File: config.mk
export PLATFORM = sky130hd
export DESIGN_NAME = alu_exec_unit_flat
export DESIGN_NICKNAME = d
export VERILOG_FILES = /design/src/rtl/alu_exec_unit_pkg.sv /design/src/rtl/alu_exec_unit_if.sv /design/src/rtl/alu_exec_unit_alu_comb.sv /design/src/rtl/alu_exec_unit.sv /design/src/flat_wrapper.sv
export SDC_FILE = /design/constraint.sdc
export NUM_CORES = 1
export LEC_CHECK = 0
export BUFFER_PORTS_ARGS = -buffer_cell sky130_fd_sc_hd__buf_2
export CELL_PAD_IN_SITES_DETAIL_PLACEMENT = 1
export CELL_PAD_IN_SITES_GLOBAL_PLACEMENT = 2
export CORE_MARGIN = 1
export CORE_UTILIZATION = 34
export CTS_CLUSTER_SIZE = 25
export DETAILED_ROUTE_END_ITERATION = 8
export PLACE_DENSITY = 0.83
export SLEW_MARGIN = 20
export SYNTH_ARGS = -nofsm -noshare
export SYNTH_HDL_FRONTEND = slang
export SYNTH_SLANG_ARGS = --single-unit
File: constraint.sdc
create_clock -name clk -period 4.6 [get_ports clk]
set_clock_uncertainty 0.1 [all_clocks]
set_input_delay 0.46 -clock clk [delete_from_list [all_inputs] [get_ports clk]]
set_output_delay 0.46 -clock clk [all_outputs]
set_load 0.01 [all_outputs]
File: src/rtl/alu_exec_unit_pkg.sv
// Shared definitions for the ALU execution unit: operation codes, FSM states
// and the single-bit shift step used by the iterative shifter.
package alu_exec_unit_pkg;

  typedef enum logic [3:0] {
    ALU_ADD   = 4'd0,
    ALU_SUB   = 4'd1,
    ALU_NOTEQ = 4'd2,
    ALU_SLT   = 4'd3,
    ALU_SGE   = 4'd4,
    ALU_SLTU  = 4'd5,
    ALU_SGEU  = 4'd6,
    ALU_SLL   = 4'd7,
    ALU_SRL   = 4'd8,
    ALU_SRA   = 4'd9,
    ALU_XOR   = 4'd10,
    ALU_OR    = 4'd11,
    ALU_AND   = 4'd12,
    ALU_JUMP  = 4'd13
  } alu_op_e;

  typedef enum logic [1:0] {
    ST_IDLE  = 2'd0,
    ST_SHIFT = 2'd1,
    ST_DONE  = 2'd2
  } state_e;

  function automatic logic is_shift_op(input logic [3:0] op);
    return (op == ALU_SLL) || (op == ALU_SRL) || (op == ALU_SRA);
  endfunction

  function automatic logic [31:0] shift_one(input logic [3:0] op, input logic [31:0] v);
    case (op)
      ALU_SLL: return {v[30:0], 1'b0};
      ALU_SRL: return {1'b0, v[31:1]};
      default: return {v[31], v[31:1]};
    endcase
  endfunction

endpackage

File: src/rtl/alu_exec_unit_if.sv
// Operation/result handshake bundle between the issuing stage and the ALU unit.
interface alu_exec_unit_if;
  logic        in_valid;
  logic        in_ready;
  logic [3:0]  alu_ctrl;
  logic [31:0] op_a;
  logic [31:0] op_b;
  logic        flush;
  logic        out_valid;
  logic        out_ready;
  logic [31:0] result;
  logic        br_cond;
  logic        illegal;

  modport master (
    output in_valid, alu_ctrl, op_a, op_b, flush, out_ready,
    input  in_ready, out_valid, result, br_cond, illegal
  );

  modport slave (
    input  in_valid, alu_ctrl, op_a, op_b, flush, out_ready,
    output in_ready, out_valid, result, br_cond, illegal
  );
endinterface

File: src/rtl/alu_exec_unit_alu_comb.sv
// Single-cycle ALU datapath; shift codes are left to the iterative shifter.
module alu_comb
  import alu_exec_unit_pkg::*;
(
  input  logic [3:0]  alu_ctrl,
  input  logic [31:0] op_a,
  input  logic [31:0] op_b,
  output logic [31:0] result,
  output logic        br_cond,
  output logic        illegal
);

  logic lt_s;
  logic lt_u;
  logic ne;

  assign lt_s = $signed(op_a) < $signed(op_b);
  assign lt_u = op_a < op_b;
  assign ne   = op_a != op_b;

  always_comb begin
    result  = '0;
    br_cond = 1'b0;
    illegal = 1'b0;
    case (alu_ctrl)
      ALU_ADD:   result = op_a + op_b;
      ALU_SUB:   begin result = op_a - op_b; br_cond = ~ne; end
      ALU_NOTEQ: begin result = {31'd0, ne};    br_cond = ne;    end
      ALU_SLT:   begin result = {31'd0, lt_s};  br_cond = lt_s;  end
      ALU_SGE:   begin result = {31'd0, ~lt_s}; br_cond = ~lt_s; end
      ALU_SLTU:  begin result = {31'd0, lt_u};  br_cond = lt_u;  end
      ALU_SGEU:  begin result = {31'd0, ~lt_u}; br_cond = ~lt_u; end
      ALU_XOR:   result = op_a ^ op_b;
      ALU_OR:    result = op_a | op_b;
      ALU_AND:   result = op_a & op_b;
      ALU_JUMP:  result = op_a + 32'd4;
      ALU_SLL, ALU_SRL, ALU_SRA: begin end
      default:   illegal = 1'b1;
    endcase
  end

endmodule

File: src/rtl/alu_exec_unit.sv
// ALU execution unit: valid/ready wrapper around the single-cycle datapath
// with an iterative one-bit-per-cycle shifter and flush support.
module alu_exec_unit
  import alu_exec_unit_pkg::*;
(
  input logic           clk,
  input logic           rst,
  alu_exec_unit_if.slave bus
);

  state_e      state_q;
  logic [31:0] res_q;
  logic        br_q;
  logic        ill_q;
  logic [4:0]  cnt_q;
  logic [3:0]  op_q;

  logic [31:0] comb_res;
  logic        comb_br;
  logic        comb_ill;
  logic        accept;

  alu_comb u_alu_comb (
    .alu_ctrl (bus.alu_ctrl),
    .op_a     (bus.op_a),
    .op_b     (bus.op_b),
    .result   (comb_res),
    .br_cond  (comb_br),
    .illegal  (comb_ill)
  );

  // DONE re-opens the input only when its result is being consumed this cycle.
  assign bus.in_ready = ~rst & ~bus.flush &
                        ((state_q == ST_IDLE) | ((state_q == ST_DONE) & bus.out_ready));
  assign accept = bus.in_valid & bus.in_ready;

  always_ff @(posedge clk) begin
    if (rst) begin
      state_q <= ST_IDLE;
      res_q   <= '0;
      br_q    <= 1'b0;
      ill_q   <= 1'b0;
      cnt_q   <= '0;
      op_q    <= '0;
    end else if (bus.flush) begin
      state_q <= ST_IDLE;
      cnt_q   <= '0;
    end else if (accept) begin
      op_q <= bus.alu_ctrl;
      if (is_shift_op(bus.alu_ctrl)) begin
        res_q   <= bus.op_a;
        br_q    <= 1'b0;
        ill_q   <= 1'b0;
        cnt_q   <= bus.op_b[4:0];
        state_q <= (bus.op_b[4:0] == 5'd0) ? ST_DONE : ST_SHIFT;
      end else begin
        res_q   <= comb_res;
        br_q    <= comb_br;
        ill_q   <= comb_ill;
        state_q <= ST_DONE;
      end
    end else begin
      case (state_q)
        ST_SHIFT: begin
          res_q <= shift_one(op_q, res_q);
          cnt_q <= cnt_q - 5'd1;
          if (cnt_q == 5'd1) state_q <= ST_DONE;
        end
        ST_DONE: if (bus.out_ready) state_q <= ST_IDLE;
        default: state_q <= ST_IDLE;
      endcase
    end
  end

  assign bus.out_valid = (state_q == ST_DONE);
  assign bus.result    = res_q;
  assign bus.br_cond   = br_q;
  assign bus.illegal   = ill_q;

endmodule

File: src/flat_wrapper.sv
// flat-port wrapper written by rule: the top's interface ports become plain ports
module alu_exec_unit_flat import alu_exec_unit_pkg::*;
  (clk, rst, bus_in_valid, bus_alu_ctrl, bus_op_a, bus_op_b, bus_flush, bus_out_ready, bus_in_ready, bus_out_valid, bus_result, bus_br_cond, bus_illegal);
  alu_exec_unit_if bus_i ();
  input logic clk;
  input logic rst;
  input wire logic [$bits(bus_i.in_valid)-1:0] bus_in_valid;
  input wire logic [$bits(bus_i.alu_ctrl)-1:0] bus_alu_ctrl;
  input wire logic [$bits(bus_i.op_a)-1:0] bus_op_a;
  input wire logic [$bits(bus_i.op_b)-1:0] bus_op_b;
  input wire logic [$bits(bus_i.flush)-1:0] bus_flush;
  input wire logic [$bits(bus_i.out_ready)-1:0] bus_out_ready;
  output wire logic [$bits(bus_i.in_ready)-1:0] bus_in_ready;
  output wire logic [$bits(bus_i.out_valid)-1:0] bus_out_valid;
  output wire logic [$bits(bus_i.result)-1:0] bus_result;
  output wire logic [$bits(bus_i.br_cond)-1:0] bus_br_cond;
  output wire logic [$bits(bus_i.illegal)-1:0] bus_illegal;
  assign bus_i.in_valid = bus_in_valid;
  assign bus_i.alu_ctrl = bus_alu_ctrl;
  assign bus_i.op_a = bus_op_a;
  assign bus_i.op_b = bus_op_b;
  assign bus_i.flush = bus_flush;
  assign bus_i.out_ready = bus_out_ready;
  assign bus_in_ready = bus_i.in_ready;
  assign bus_out_valid = bus_i.out_valid;
  assign bus_result = bus_i.result;
  assign bus_br_cond = bus_i.br_cond;
  assign bus_illegal = bus_i.illegal;
  alu_exec_unit u_core (.clk(clk), .rst(rst), .bus(bus_i));
endmodule
==> run metrics <==
outcome=completed; Period minus WS final=3710 ps; post-synthesis sequential area ratio=10.8%; Max-cap violations=0; DRC=0; htree depth=2; leakage power=4.14 nW; crit path launch=bus_op_a[6]; global-route wire length before repair=56.5 mm; top cells by area, synth=ha_1 16%, dfxtp_1 11%, a21oi_1 6.3%; Inserted Diodes=0; VDD IR max=0.000101 V; gr usage total=29.1%; Crit path required time=4690 ps; worst path arrival time=3800 ps; dominant synthesized flop cell=dfxtp_1; post-CTS setup buffer count=0; Synth Instances=1203; Die Ht=158 um; largest net degree at the start of global routing=39; Routed Antenna Nets=0; pwr/cell area=179 nW/um^2; Clock Sinks=45; Root Buffer=clkbuf_16; Port-buffer cells=108; GR Overflow Total=0; mapped cell area=8320 sq um; Top Ports=109; Finished Layout Cells=1592; cts hold-fix bufs=0; Core ar.=23800 sq um; reg2reg path depth=9; WS Path Type=input pin to flip-flop; syn_nets=1384; Max Slew Vio Count=0; drt wl/cell=22.8 um; standard-cell rows=56; Worst Tran Pin Value=1110 ps; Die Wd=158 um; via count=9697; Clk Latency, worst-skew pair=320 ps; Total Nets Final=1453; Hold Path Cell Cnt=2; Hold Fails Final Rpt=0; Mapped Avg Cell Area=6.92 sq um; async set-reset flop share out of synthesis=0%; RSZ-0062 raised after global routing=no; Sum Neg Setup Slack=0 ps; Clock Path Buffers=2; CTS-repair resized insts=0; DP HPWL=28.1 mm; initial DRC count=765; Area growth syn-to-layout=13.1%; layout cells sized above 1=13.7%; Ys Warns=0; CTS tree=done; vias per cell=6.09; CP endpoint kind=flip-flop; Clk pin slew, worst setup/hold paths=90 ps; Setup crit start kind=input pin; worst-path maximum fanout=11; CTS Buf Count=5; Worst slew margin=26.2%; initial antenna violation count=0; Hold Crit Class=flip-flop to flip-flop; Starting Density=35.0%; number of synthesized register bits=45; share of the synthesized area in the top cell type=15.9%; Yosys top cell by area=ha_1; Finish-stage setup viols=0; reg-to-reg startpoint=u_core.state_q[1]; Max Fclk=270 MHz; Min-Delay Startpoint=u_core.bus.illegal; TritonRoute pass-1 iters=5; EDFF count, synth=0; vias in the first global route=9813; final worst-path cycle share=80.6%; final WL=36.3 mm; Placed Cells=1584; GPL Wtd Cong=0.917; Die Area=25100 sq um; post-synth cell types=72
per-layer routing:
metal  up-vias  global-route usage [%]  routed length, um  share of wire (%)
met5         -                       0                  0                  0
met4         0                    7.97                817                2.3
met3        61                    4.33               2080                5.7
met2       298                    48.2              16500                 45
met1      4763                    39.0              16900                 47
li1       4575                       -                  -                  -
final cells by class:
type                       count  area, sq um
tap                          319          399
multi-input combinational    980         6780
sequential                    45          901
timing repair buffer         142          808
inverter                      98          368
fill                        3072        14300
clock inverter                 3         25.0
clock buffer                   5          125
path summary, 6_finish.rpt:
| kind | to | slack, ps |
|---|---|---|
| max reg2reg | u_core.bus.result[31] | 1700 |
| min | u_core.bus.illegal | 350 |
| max | u_core.bus.result[25] | 890 |
| min reg2reg | u_core.bus.illegal | 350 |
critical path, stage by stage:
cell	delay, ps
buf_2	160
inv_1	80
ha_1	420
nor4_1	570
and3_1	270
nand2_1	90
a211oi_1	500
o41a_1	290
o21ai_0	230
mux2_2	290
a21oi_1	60
a2111oi_0	370
state kept, by name, indices dropped and copies added (netlist names):
| register | flops |
|---|---|
| u_core.bus.result | 32 |
| u_core.cnt_q | 5 |
| u_core.op_q | 4 |
| u_core.state_q | 2 |
| u_core.bus.br_cond | 1 |
| u_core.bus.illegal | 1 |
synthesized netlist by cell type (all sizes together) (5+ instances only):
master,count
a21oi,105
o211ai,16
xnor2,39
a21o,14
o21bai,15
a2111oi,7
buf,14
nand2b,11
clkbuf,66
or2,6
inv,98
dfxtp,45
nand3,43
a221oi,19
o31ai,12
nor2,117
a22oi,17
or4,5
o221ai,18
a311oi,11
nand2,72
a31oi,19
o22ai,12
and3,8
a221o,8
ha,106
nand4,12
o2111ai,6
nor4,19
o21ai,82
nor2b,14
nor3,39
mux2i,35
a211oi,30
logic make-up after synthesis:
logic type | synth area share, %
flip-flops | 10.8
multiplexers | 4.75
AO/OA/AOI/OAI | 34.6
XOR/XNOR | 4.53
adder cells (fa/ha/maj) | 16.4
buffers and inverters | 8.12
AND/OR/NAND/NOR | 20.8
layout by cell type (no fill, tap or decap), types with 29 or more instances in the layout:
master / netlist / layout
a211oi_1: 29 / 29
dfxtp_1: 45 / 45
nand2_1: 72 / 72
mux2i_1: 35 / 35
a21oi_1: 105 / 104
buf_4: 0 / 33
o21ai_0: 81 / 81
nand3_1: 43 / 43
inv_1: 97 / 97
xnor2_1: 39 / 39
ha_1: 106 / 106
nor3_1: 39 / 38
buf_2: 6 / 108
nor2_1: 116 / 115
power breakdown:
part	internal [mW]	switching (mW)
sequential	0.403	0.0185
combinational	0.288	0.542
clock	0.208	0.226
total	0.900	0.787
per-stage QoR:
step | power [mW] | setup WS (ps) | instance area (sq um) | utilization [%] | hold slack [ps]
after floorplan | 0.950 | 1180 | 8320 | - | 339
after global placement | 1.23 | 684 | 9260 | 39.0 | 341
after detailed placement | 1.24 | 605 | 9260 | 39.0 | 347
after CTS | 1.68 | 917 | 9410 | 39.6 | 356
after global routing | 1.78 | 660 | 9410 | 39.6 | 365
final | 1.69 | 893 | 9410 | 39.6 | 353
(Power assumes the default switching activity.)
